`src/rtl/iob2axi_burst.sv`:
```
// AXI4 master burst engine: moves LENGTH beats between a valid/ready stream and AXI4 memory,
// splitting the transfer into INCR bursts capped at MAX_BURST beats and at 4 KB page edges.
module iob2axi_burst #(
  parameter int ADDR_W    = 32,
  parameter int DATA_W    = 32,
  parameter int LEN_W     = 16,
  parameter int MAX_BURST = 16
) (
  input  logic                clk_i,
  input  logic                rst_i,
  input  logic                start_i,
  input  logic                dir_i,
  input  logic [ADDR_W-1:0]   addr_i,
  input  logic [LEN_W-1:0]    length_i,
  output logic                busy_o,
  output logic                done_o,
  output logic                error_o,
  input  logic                s_wvalid_i,
  input  logic [DATA_W-1:0]   s_wdata_i,
  input  logic [DATA_W/8-1:0] s_wstrb_i,
  output logic                s_wready_o,
  output logic                s_rvalid_o,
  output logic [DATA_W-1:0]   s_rdata_o,
  input  logic                s_rready_i,
  output logic [ADDR_W-1:0]   m_axi_awaddr_o,
  output logic [7:0]          m_axi_awlen_o,
  output logic [2:0]          m_axi_awsize_o,
  output logic [1:0]          m_axi_awburst_o,
  output logic                m_axi_awvalid_o,
  input  logic                m_axi_awready_i,
  output logic [DATA_W-1:0]   m_axi_wdata_o,
  output logic [DATA_W/8-1:0] m_axi_wstrb_o,
  output logic                m_axi_wlast_o,
  output logic                m_axi_wvalid_o,
  input  logic                m_axi_wready_i,
  input  logic [1:0]          m_axi_bresp_i,
  input  logic                m_axi_bvalid_i,
  output logic                m_axi_bready_o,
  output logic [ADDR_W-1:0]   m_axi_araddr_o,
  output logic [7:0]          m_axi_arlen_o,
  output logic [2:0]          m_axi_arsize_o,
  output logic [1:0]          m_axi_arburst_o,
  output logic                m_axi_arvalid_o,
  input  logic                m_axi_arready_i,
  input  logic [DATA_W-1:0]   m_axi_rdata_i,
  input  logic [1:0]          m_axi_rresp_i,
  input  logic                m_axi_rlast_i,
  input  logic                m_axi_rvalid_i,
  output logic                m_axi_rready_o
);

  localparam int SIZE   = $clog2(DATA_W / 8);
  localparam int BCNT_W = $clog2(MAX_BURST) + 1;
  localparam int CMP_W  = (LEN_W > 13) ? LEN_W : 13;

  typedef enum logic [2:0] {IDLE, ADDR, DATA, RESP, NEXT, DONE} state_t;

  state_t              state_q;
  logic                dir_q;
  logic                busy_q;
  logic                done_q;
  logic                error_q;
  logic                awvalid_q;
  logic                arvalid_q;
  logic                bready_q;
  logic [ADDR_W-1:0]   curAddr_q;
  logic [LEN_W-1:0]    remaining_q;
  logic [BCNT_W-1:0]   beats_q;
  logic [BCNT_W-1:0]   beatCnt_q;
  logic [BCNT_W-1:0]   beats_d;
  logic                wrData;
  logic                rdData;
  logic                lastBeat;
  logic                beatFire;

  // Burst length is the smallest of what is left, the burst cap, and the beats to the 4 KB edge.
  function automatic logic [BCNT_W-1:0] calcBeats(input logic [11:0] aLow,
                                                  input logic [LEN_W-1:0] rem);
    logic [12:0]      pageBeats;
    logic [CMP_W-1:0] n;
    pageBeats = (13'h1000 - {1'b0, aLow}) >> SIZE;
    n = CMP_W'(rem);
    if (CMP_W'(pageBeats) < n) n = CMP_W'(pageBeats);
    if (CMP_W'(MAX_BURST) < n) n = CMP_W'(MAX_BURST);
    return BCNT_W'(n);
  endfunction

  assign beats_d = (state_q == IDLE) ? calcBeats(addr_i[11:0], length_i)
                                     : calcBeats(curAddr_q[11:0], remaining_q);

  assign wrData   = (state_q == DATA) && dir_q;
  assign rdData   = (state_q == DATA) && !dir_q;
  assign lastBeat = (beatCnt_q == beats_q - BCNT_W'(1));

  assign m_axi_wvalid_o = wrData && s_wvalid_i;
  assign s_wready_o     = wrData && m_axi_wready_i;
  assign m_axi_wdata_o  = s_wdata_i;
  assign m_axi_wstrb_o  = s_wstrb_i;
  assign m_axi_wlast_o  = wrData && lastBeat;
  assign s_rvalid_o     = rdData && m_axi_rvalid_i;
  assign m_axi_rready_o = rdData && s_rready_i;
  assign s_rdata_o      = m_axi_rdata_i;
  assign beatFire       = (m_axi_wvalid_o && s_wready_o) || (s_rvalid_o && m_axi_rready_o);

  assign m_axi_awaddr_o  = curAddr_q;
  assign m_axi_awlen_o   = 8'(beats_q - BCNT_W'(1));
  assign m_axi_awsize_o  = 3'(SIZE);
  assign m_axi_awburst_o = 2'b01;
  assign m_axi_awvalid_o = awvalid_q;
  assign m_axi_araddr_o  = curAddr_q;
  assign m_axi_arlen_o   = 8'(beats_q - BCNT_W'(1));
  assign m_axi_arsize_o  = 3'(SIZE);
  assign m_axi_arburst_o = 2'b01;
  assign m_axi_arvalid_o = arvalid_q;
  assign m_axi_bready_o  = bready_q;
  assign busy_o          = busy_q;
  assign done_o          = done_q;
  assign error_o         = error_q;

  always_ff @(posedge clk_i) begin
    if (rst_i) begin
      state_q     <= IDLE;
      dir_q       <= 1'b0;
      busy_q      <= 1'b0;
      done_q      <= 1'b0;
      error_q     <= 1'b0;
      awvalid_q   <= 1'b0;
      arvalid_q   <= 1'b0;
      bready_q    <= 1'b0;
      curAddr_q   <= '0;
      remaining_q <= '0;
      beats_q     <= '0;
      beatCnt_q   <= '0;
    end else begin
      case (state_q)
        IDLE: begin
          if (start_i) begin
            dir_q       <= dir_i;
            curAddr_q   <= addr_i;
            remaining_q <= length_i;
            error_q     <= 1'b0;
            busy_q      <= 1'b1;
            if (length_i == '0) begin
              state_q <= DONE;
              done_q  <= 1'b1;
            end else begin
              state_q   <= ADDR;
              beats_q   <= beats_d;
              awvalid_q <= dir_i;
              arvalid_q <= !dir_i;
            end
          end
        end
        ADDR: begin
          if ((awvalid_q && m_axi_awready_i) || (arvalid_q && m_axi_arready_i)) begin
            awvalid_q <= 1'b0;
            arvalid_q <= 1'b0;
            beatCnt_q <= '0;
            state_q   <= DATA;
          end
        end
        // The burst ends on the beat count; a misplaced or missing rlast only flags an error.
        DATA: begin
          if (beatFire) begin
            if (!dir_q && ((m_axi_rlast_i != lastBeat) || (m_axi_rresp_i != 2'b00)))
              error_q <= 1'b1;
            if (lastBeat) begin
              curAddr_q   <= curAddr_q + (ADDR_W'(beats_q) << SIZE);
              remaining_q <= remaining_q - LEN_W'(beats_q);
              if (dir_q) begin
                state_q  <= RESP;
                bready_q <= 1'b1;
              end else begin
                state_q <= NEXT;
              end
            end else begin
              beatCnt_q <= beatCnt_q + BCNT_W'(1);
            end
          end
        end
        RESP: begin
          if (m_axi_bvalid_i) begin
            bready_q <= 1'b0;
            if (m_axi_bresp_i != 2'b00) error_q <= 1'b1;
            state_q <= NEXT;
          end
        end
        NEXT: begin
          if (remaining_q != '0) begin
            state_q   <= ADDR;
            beats_q   <= beats_d;
            awvalid_q <= dir_q;
            arvalid_q <= !dir_q;
          end else begin
            state_q <= DONE;
            done_q  <= 1'b1;
          end
        end
        DONE: begin
          state_q <= IDLE;
          done_q  <= 1'b0;
          busy_q  <= 1'b0;
        end
        default: state_q <= IDLE;
      endcase
    end
  end

endmodule
```
`config.mk`:
```
export PLATFORM = sky130hd
export DESIGN_NAME = iob2axi_burst
export DESIGN_NICKNAME = d
export VERILOG_FILES = /design/src/rtl/iob2axi_burst.sv
export SDC_FILE = /design/constraint.sdc
export NUM_CORES = 1
export LEC_CHECK = 0
export BUFFER_PORTS_ARGS = -buffer_cell sky130_fd_sc_hd__buf_4
export CAP_MARGIN = 30
export CORE_MARGIN = 3
export CORE_UTILIZATION = 45
export CTS_CLUSTER_SIZE = 40
export DETAILED_ROUTE_END_ITERATION = 12
export MAX_ROUTING_LAYER = met4
export PLACE_DENSITY_LB_ADDON = 0.12
export SYNTH_ARGS = -nofsm -noshare
export SYNTH_HDL_FRONTEND = slang
export SYNTH_SLANG_ARGS = --single-unit
export TNS_END_PERCENT = 50
```
`constraint.sdc`:
```
create_clock -name clk_i -period 4.7 [get_ports clk_i]
set_input_delay 0.94 -clock clk_i [delete_from_list [all_inputs] [get_ports clk_i]]
set_output_delay 0.94 -clock clk_i [all_outputs]
set_load 0.1 [all_outputs]
```
## Word-level counts from Yosys, hierarchy flattened

Cells that the tools add are included.
Widths: inputs -> output; s select.

- Output and inout port bits: 169
- Register bits after elaboration: 68
- Bits of input ports: 132

- Reduce and logical (&&, ||, !) cells: 40
- Muxes and demuxes: 56
- Equal/unequal tests: 20
- Order comparisons: 4
- Add/sub/neg operators: 7

Operators by type and width:

| operator | count |
|---|---|
| $mux 32 | 3 |
| $mux 16 | 5 |
| $pmux 32 s2 | 1 |
| $mux 5 | 9 |
| $add 32x7->32 | 1 |
| $lt 11x16->1 | 2 |
| $lt 5x16->1 const A | 2 |
| $pmux 16 s2 | 1 |
| $sub 13x12->13 const A | 2 |
| $mux 3 | 8 |
| $ne 2x2->1 const B | 11 |
| $mux 1 | 20 |
| $pmux 5 s2 | 2 |
| $logic_not 16->1 | 1 |
| $reduce_and 4->1 | 4 |
| $reduce_bool 16->1 | 1 |
| $sub 16x5->16 | 1 |
| $pmux 3 s5 | 1 |
| $reduce_and 5->1 | 3 |
| $reduce_bool 2->1 | 7 |
| $logic_and 1x1->1 | 12 |
| $pmux 1 s3 | 4 |
| $reduce_bool 3->1 | 3 |
| $eq 3x2->1 const B | 2 |
| 14 further kinds | 21 |

## Longest topological paths before layout

- Depth in word-level cells: 9
- Gate-level depth with buffers: 15
- Gate-level depth less buffers: 13

## Worst setup path after synthesis

No wires, ideal clock.

- Path type: flip-flop to output port
- From: reg beats_q[0]
- To: out m_axi_awlen_o[4]
- Data required time: 3.760 ns
- Stages on the path, launching flop included: 6
- Slack: 0.236 ns
- Path buffers: 1
- Arrival: 3.524 ns
- Cell sequence: dfxtp_1 > inv_1 > ha_1 > nor3b_1 > xnor2_1 > buf_4

- Word-level cells in the longest chain between the ends: 1

RTL lines:

| what | RTL line | text |
|---|---|---|
| start, declared | 68 | `logic [BCNT_W-1:0] beats_q;` |
| start signal, assigned | 148 | `beats_q <= beats_d;` |
| start signal, assigned | 191 | `beats_q <= beats_d;` |
| $sub 5x1->6 | -- |  |
| end, declared | 26 | `output logic [7:0] m_axi_awlen_o,` |

No other way between the ends.

## Worst setup path after layout

- From: in addr_i[2]
- To: reg beats_q[2]

- Word-level cells in the longest chain between the ends: 9
- Elaborated cells between the ends (all ways): 10
- Those cells by class: add/sub: 1; order compare: 2; mux: 7

RTL lines:

| what | RTL line | text |
|---|---|---|
| start, declared | 13 | `input logic [ADDR_W-1:0] addr_i,` |
| $sub 13x12->13 (*) | 81 | `pageBeats = (13'h1000 - {1'b0, aLow}) >> SIZE;` |
| $lt 11x16->1 | 83 | `if (CMP_W'(pageBeats) < n) n = CMP_W'(pageBeats);` |
| $mux 16 (*) | 83 |  |
| $lt 5x16->1 | 84 | `if (CMP_W'(MAX_BURST) < n) n = CMP_W'(MAX_BURST);` |
| $mux 5 (*) | 84 |  |
| $mux 5 (*) | 88 | `assign beats_d = (state_q == IDLE) ? calcBeats(addr_i[11:0], length_i)` |
| $mux 5 | 143 | `if (length_i == '0) begin` |
| $mux 5 | 137 | `if (start_i) begin` |
| $pmux 5 s2 (*) | 135 | `case (state_q)` |

Every way passes the cells marked *; elsewhere a longest branch is shown, timed or not. The select of a mux whose other input is x is not followed.
A chain may end at the register's enable or synchronous reset.

==> metrics.sh <==
FINAL_HOLD_VIOLATION_COUNT=0
SYNTH_AREA_MM2=0.006523
FIN_CRIT_PS=4161
CTS_HOLD_BUF=0
CP_TOP_FAMILY='simple AND/OR/NAND/NOR gates'
CTS_SETUP_BUFFERS=0
SEQPWRFRAC_PCT=21.7
NUM_ANTENNA_CELLS=0
ENDPOINT_KIND='register'
SWITCHING_SHARE_PCT=55.99
YOSYSTOPAREACELLSHARE_PCT=20.87
DIE-AREA_MM2=0.01597
POST_CTS_RESIZED=0
FINAL_SETUP_FAILS=0
MAX_CAP_VIOLATIONS=0
POST-ROUTE-PERIOD-UTIL_PCT=88.53
FINCLKSKEW_PS=8.718
POWER.IR.VDD_WORST_mV=0.3239
P_COMB_SHARE_PCT=58.8
INITIAL_UTILIZATION_PCT=46.45
TIMING.CRITICAL_PATH.SLOWEST_CELL_DELAY_PS=440
TOTAL_LEAKAGE_POWER_nW=2.924
TNS_PS=0
FP.COREAREA_MM2=0.01404
CTS_TREE='yes'
POST_SYNTH_EDFFS=0
GRT_FIRST_PASS_WIRELENGTH_UM=33390
AREA_GROWTH_SYN_TO_LAYOUT_PCT=10.44
CRITPATHLAUNCHTYPE='input pin'
MAXSLEWVIOLCOUNT=0
LAYOUT_CELL_SHARE_WITH_DRIVE_STRENGTH_BEYOND_1_PCT=23.36
POWER_DENSITY_mW_PER_MM2=503.7
DRTANTENNAVIOLNETS=0
ANTENNA_FOUND_INITIAL=0
CLKTRANSATPATHREGS_PS=60
YOSYS_REGISTER_BITS=68
NET-SWITCHING-POWER_W=0.002031
PLACE.GP.CONGESTION=0.9100
SYN-INSTANCE-COUNT=861
WORST-PATH-MAX-FANOUT=8
RUN_STATUS='finished clean'
DESIGN.FINAL.NETS=1044
CTS_INSERTED_BUFFERS=9
DOMINANTREGCELLSYNTH='sky130_fd_sc_hd__dfxtp_1'
WORSTPATHREQUIRED_PS=4940
SYNTH_TOP_CELLS_BY_AREA='sky130_fd_sc_hd__dfxtp_1, sky130_fd_sc_hd__buf_4, sky130_fd_sc_hd__ha_1, sky130_fd_sc_hd__nand2_1, sky130_fd_sc_hd__nor2_1'
DIE_W_UM=126.4
HPWL_AFTER_DPL_UM=16170
CLOCK_INSERTION_DELAY_WORST_SKEW_PS=340
PORTBUFFERS=154
NUM_ROWS=43
ASYNC_FLOP_SHARE_PCT=0
NUMBER_OF_H_TREE_LEVELS=3
WIRE_PER_INST_UM=20.48
MIN-DELAY-PATH-CLASS='reg2reg'
OVERFLOW=0
AVERAGE_SIZE_OF_A_MAPPED_CELL_UM2=7.576
VIAS=6540
CRIT_PATH_CELL_TRACE='buf_4 > or3_4 > or2_4 > or3_1 > or3_4 > and2_2 > ha_1 > and4_1 > a211oi_1 > o211ai_1 > a21oi_1 > a221oi_1 > a221oi_1'
NETLIST.TOP_CELL.BY_AREA='sky130_fd_sc_hd__dfxtp_1'
DRT_DRC_VIOLATIONS_LEFT=0
TIGHTEST_SLEW_PS=870.9
CTSLONGESTPATHBUFFERS=2
FINALWIRELENGTH_UM=21750
BOUNDARYPINS=301
YS_WARN_COUNT=0
PIN_COUNT_OF_THE_BIGGEST_NET_ENTERING_GLOBAL_ROUTING=65
TIMING_WORST_SETUP_PATH_TYPE='in2reg'
FIN_WORST_HOLD_SLACK_PS=481.6
PWR-SHARE-CLK_PCT=19.5
FIRST_GLOBAL_VIAS=5972
WORST_EP_ARRIVAL_TIME_PS=4400
MAX_FREQ_MHz=240.3
TRACK_USAGE_PCT=26.67
SLOWEST_STAGE='sky130_fd_sc_hd__or3_1'
RSZ0062_AT_GRT='false'
INTERNAL_POWER_W=0.001597
DIE-HEIGHT_UM=126.4
ROUTE.DETAILED.VIAS_PER_INST=6.158
SYNTH_CELL_TYPES=81
CTS_ROOT_BUF='sky130_fd_sc_hd__clkbuf_16'
SEQUENTIAL_FRACTION_OF_THE_SYNTHESIS_AREA_PCT=20.87
FIRST_PASS_ITERS=5
WORST-PATH-BUF-INV=1
CLOCK_SINK_COUNT=68
DETAIL_ROUTE.ITER0.VIOLATIONS=620
MAX-SLEW-MARGIN-REL_PCT=41.69
-- layout by cell type, fill, tap and decap left out, types with 5 or more instances in the layout --
cell type / instances
sky130_fd_sc_hd__ha_1: 32
sky130_fd_sc_hd__o21a_1: 10
sky130_fd_sc_hd__o31a_1: 5
sky130_fd_sc_hd__and3_1: 10
sky130_fd_sc_hd__buf_4: 163
sky130_fd_sc_hd__nor4_1: 11
sky130_fd_sc_hd__a211oi_1: 27
sky130_fd_sc_hd__xor2_1: 12
sky130_fd_sc_hd__a32oi_1: 7
sky130_fd_sc_hd__o32ai_1: 5
sky130_fd_sc_hd__nand3_1: 26
sky130_fd_sc_hd__nor3_1: 29
sky130_fd_sc_hd__nand4_1: 11
sky130_fd_sc_hd__nand2_1: 66
sky130_fd_sc_hd__dfxtp_1: 68
sky130_fd_sc_hd__clkbuf_16: 9
sky130_fd_sc_hd__nor2_1: 65
sky130_fd_sc_hd__o211ai_1: 10
sky130_fd_sc_hd__o22ai_1: 7
sky130_fd_sc_hd__a311oi_1: 7
sky130_fd_sc_hd__nor2b_1: 6
sky130_fd_sc_hd__o21ai_0: 39
sky130_fd_sc_hd__a32o_1: 6
sky130_fd_sc_hd__or3_1: 11
sky130_fd_sc_hd__and2_1: 5
sky130_fd_sc_hd__inv_1: 36
sky130_fd_sc_hd__conb_1: 10
sky130_fd_sc_hd__xnor2_1: 12
sky130_fd_sc_hd__a31oi_1: 14
sky130_fd_sc_hd__a21oi_1: 46
sky130_fd_sc_hd__a22oi_1: 7
sky130_fd_sc_hd__a21o_1: 8
-- worst paths after layout --
kind / start / end / depth (start not counted) / slack [ps]
min reg2reg: done_o$_SDFFE_PP0P_ / done_o$_SDFFE_PP0P_ / 1 / 480
min: done_o$_SDFFE_PP0P_ / done_o$_SDFFE_PP0P_ / 1 / 480
max: addr_i[2] / beats_q[2]$_SDFFE_PP0P_ / 13 / 540
max reg2reg: m_axi_araddr_o[2]$_SDFFE_PP0P_ / beats_q[3]$_SDFFE_PP0P_ / 13 / 840
-- routing by layer --
layer / wire [µm] / track usage (%) / share of wire (%)
met5: 0 / - / 0
met4: 383 / 7.697 / 1.8
met3: 1628 / 3.789 / 7.5
met1: 9577 / 36.62 / 44
met2: 10170 / 41.00 / 47
-- power by group through the flow --
| stage | registers [W] | logic, W | clock network (W) |
|---|---|---|---|
| finish | 0.000786 | 0.00213 | 0.000707 |
| global route | 0.000801 | 0.00225 | 0.000741 |
| global placement | 0.000790 | 0.00212 | 0 |
| detailed placement | 0.000795 | 0.00213 | 0 |
| floorplan | 0.00105 | 0.00175 | 0 |
| CTS | 0.000782 | 0.00214 | 0.000717 |
-- area by class of cell --
class                   count  area (µm²)
well taps                 180       225.2
repair buffers            163        1224
fillers                  1403        6839
clock buffers              11       242.7
inverters                  36       135.1
multi-input cells         600        3966
clock inverters             4       48.80
flip-flops and latches     68        1361
-- sequential cells by signal (all words and copies together), names as in the netlist --
register and count:
beatCnt_q 5, beats_q 5, busy_o 1, dir_q 1, done_o 1, error_o 1, m_axi_araddr_o 32, m_axi_arvalid_o 1
m_axi_awvalid_o 1, m_axi_bready_o 1, remaining_q 16, state_q 3
-- metrics by stage --
step                worst slack, ps  cell area, µm²  total power [W]  cells  utilization, %
floorplan                     236.1            6553         0.002803    869               -
finish                        539.1            7203         0.003628   1062           51.30
global route                  327.3            7203         0.003791   1062           51.30
CTS                           551.9            7203         0.003635   1062           51.30
global placement              253.3            6912         0.002905   1047           49.22
detailed placement            214.2            6912         0.002926   1047           49.22
-- synth_stat cells (8+ instances only) --
master,count
sky130_fd_sc_hd__a211oi_1,27
sky130_fd_sc_hd__a21o_1,8
sky130_fd_sc_hd__a21oi_1,46
sky130_fd_sc_hd__a31oi_1,14
sky130_fd_sc_hd__and3_1,10
sky130_fd_sc_hd__buf_4,123
sky130_fd_sc_hd__clkbuf_1,30
sky130_fd_sc_hd__dfxtp_1,68
sky130_fd_sc_hd__ha_1,32
sky130_fd_sc_hd__inv_1,36
sky130_fd_sc_hd__nand2_1,66
sky130_fd_sc_hd__nand3_1,26
sky130_fd_sc_hd__nand4_1,11
sky130_fd_sc_hd__nor2_1,65
sky130_fd_sc_hd__nor3_1,30
sky130_fd_sc_hd__nor4_1,11
sky130_fd_sc_hd__o211ai_1,10
sky130_fd_sc_hd__o21a_1,10
sky130_fd_sc_hd__o21ai_0,39
sky130_fd_sc_hd__or3_1,11
sky130_fd_sc_hd__xnor2_1,12
sky130_fd_sc_hd__xor2_1,12
-- cells by family after synthesis --
| family | after synthesis | share of synthesized area, % |
|---|---|---|
| compound gates | 243 | 25.97 |
| xor+xnor | 27 | 4.278 |
| fa+ha+maj | 34 | 6.752 |
| buf+inv | 201 | 18.90 |
| flops | 68 | 20.87 |
| mux | 4 | 0.6330 |
| other cells | 2 | 0.1151 |
| simple gates | 282 | 22.48 |
Note: power is estimated with default switching activity, not from simulation.
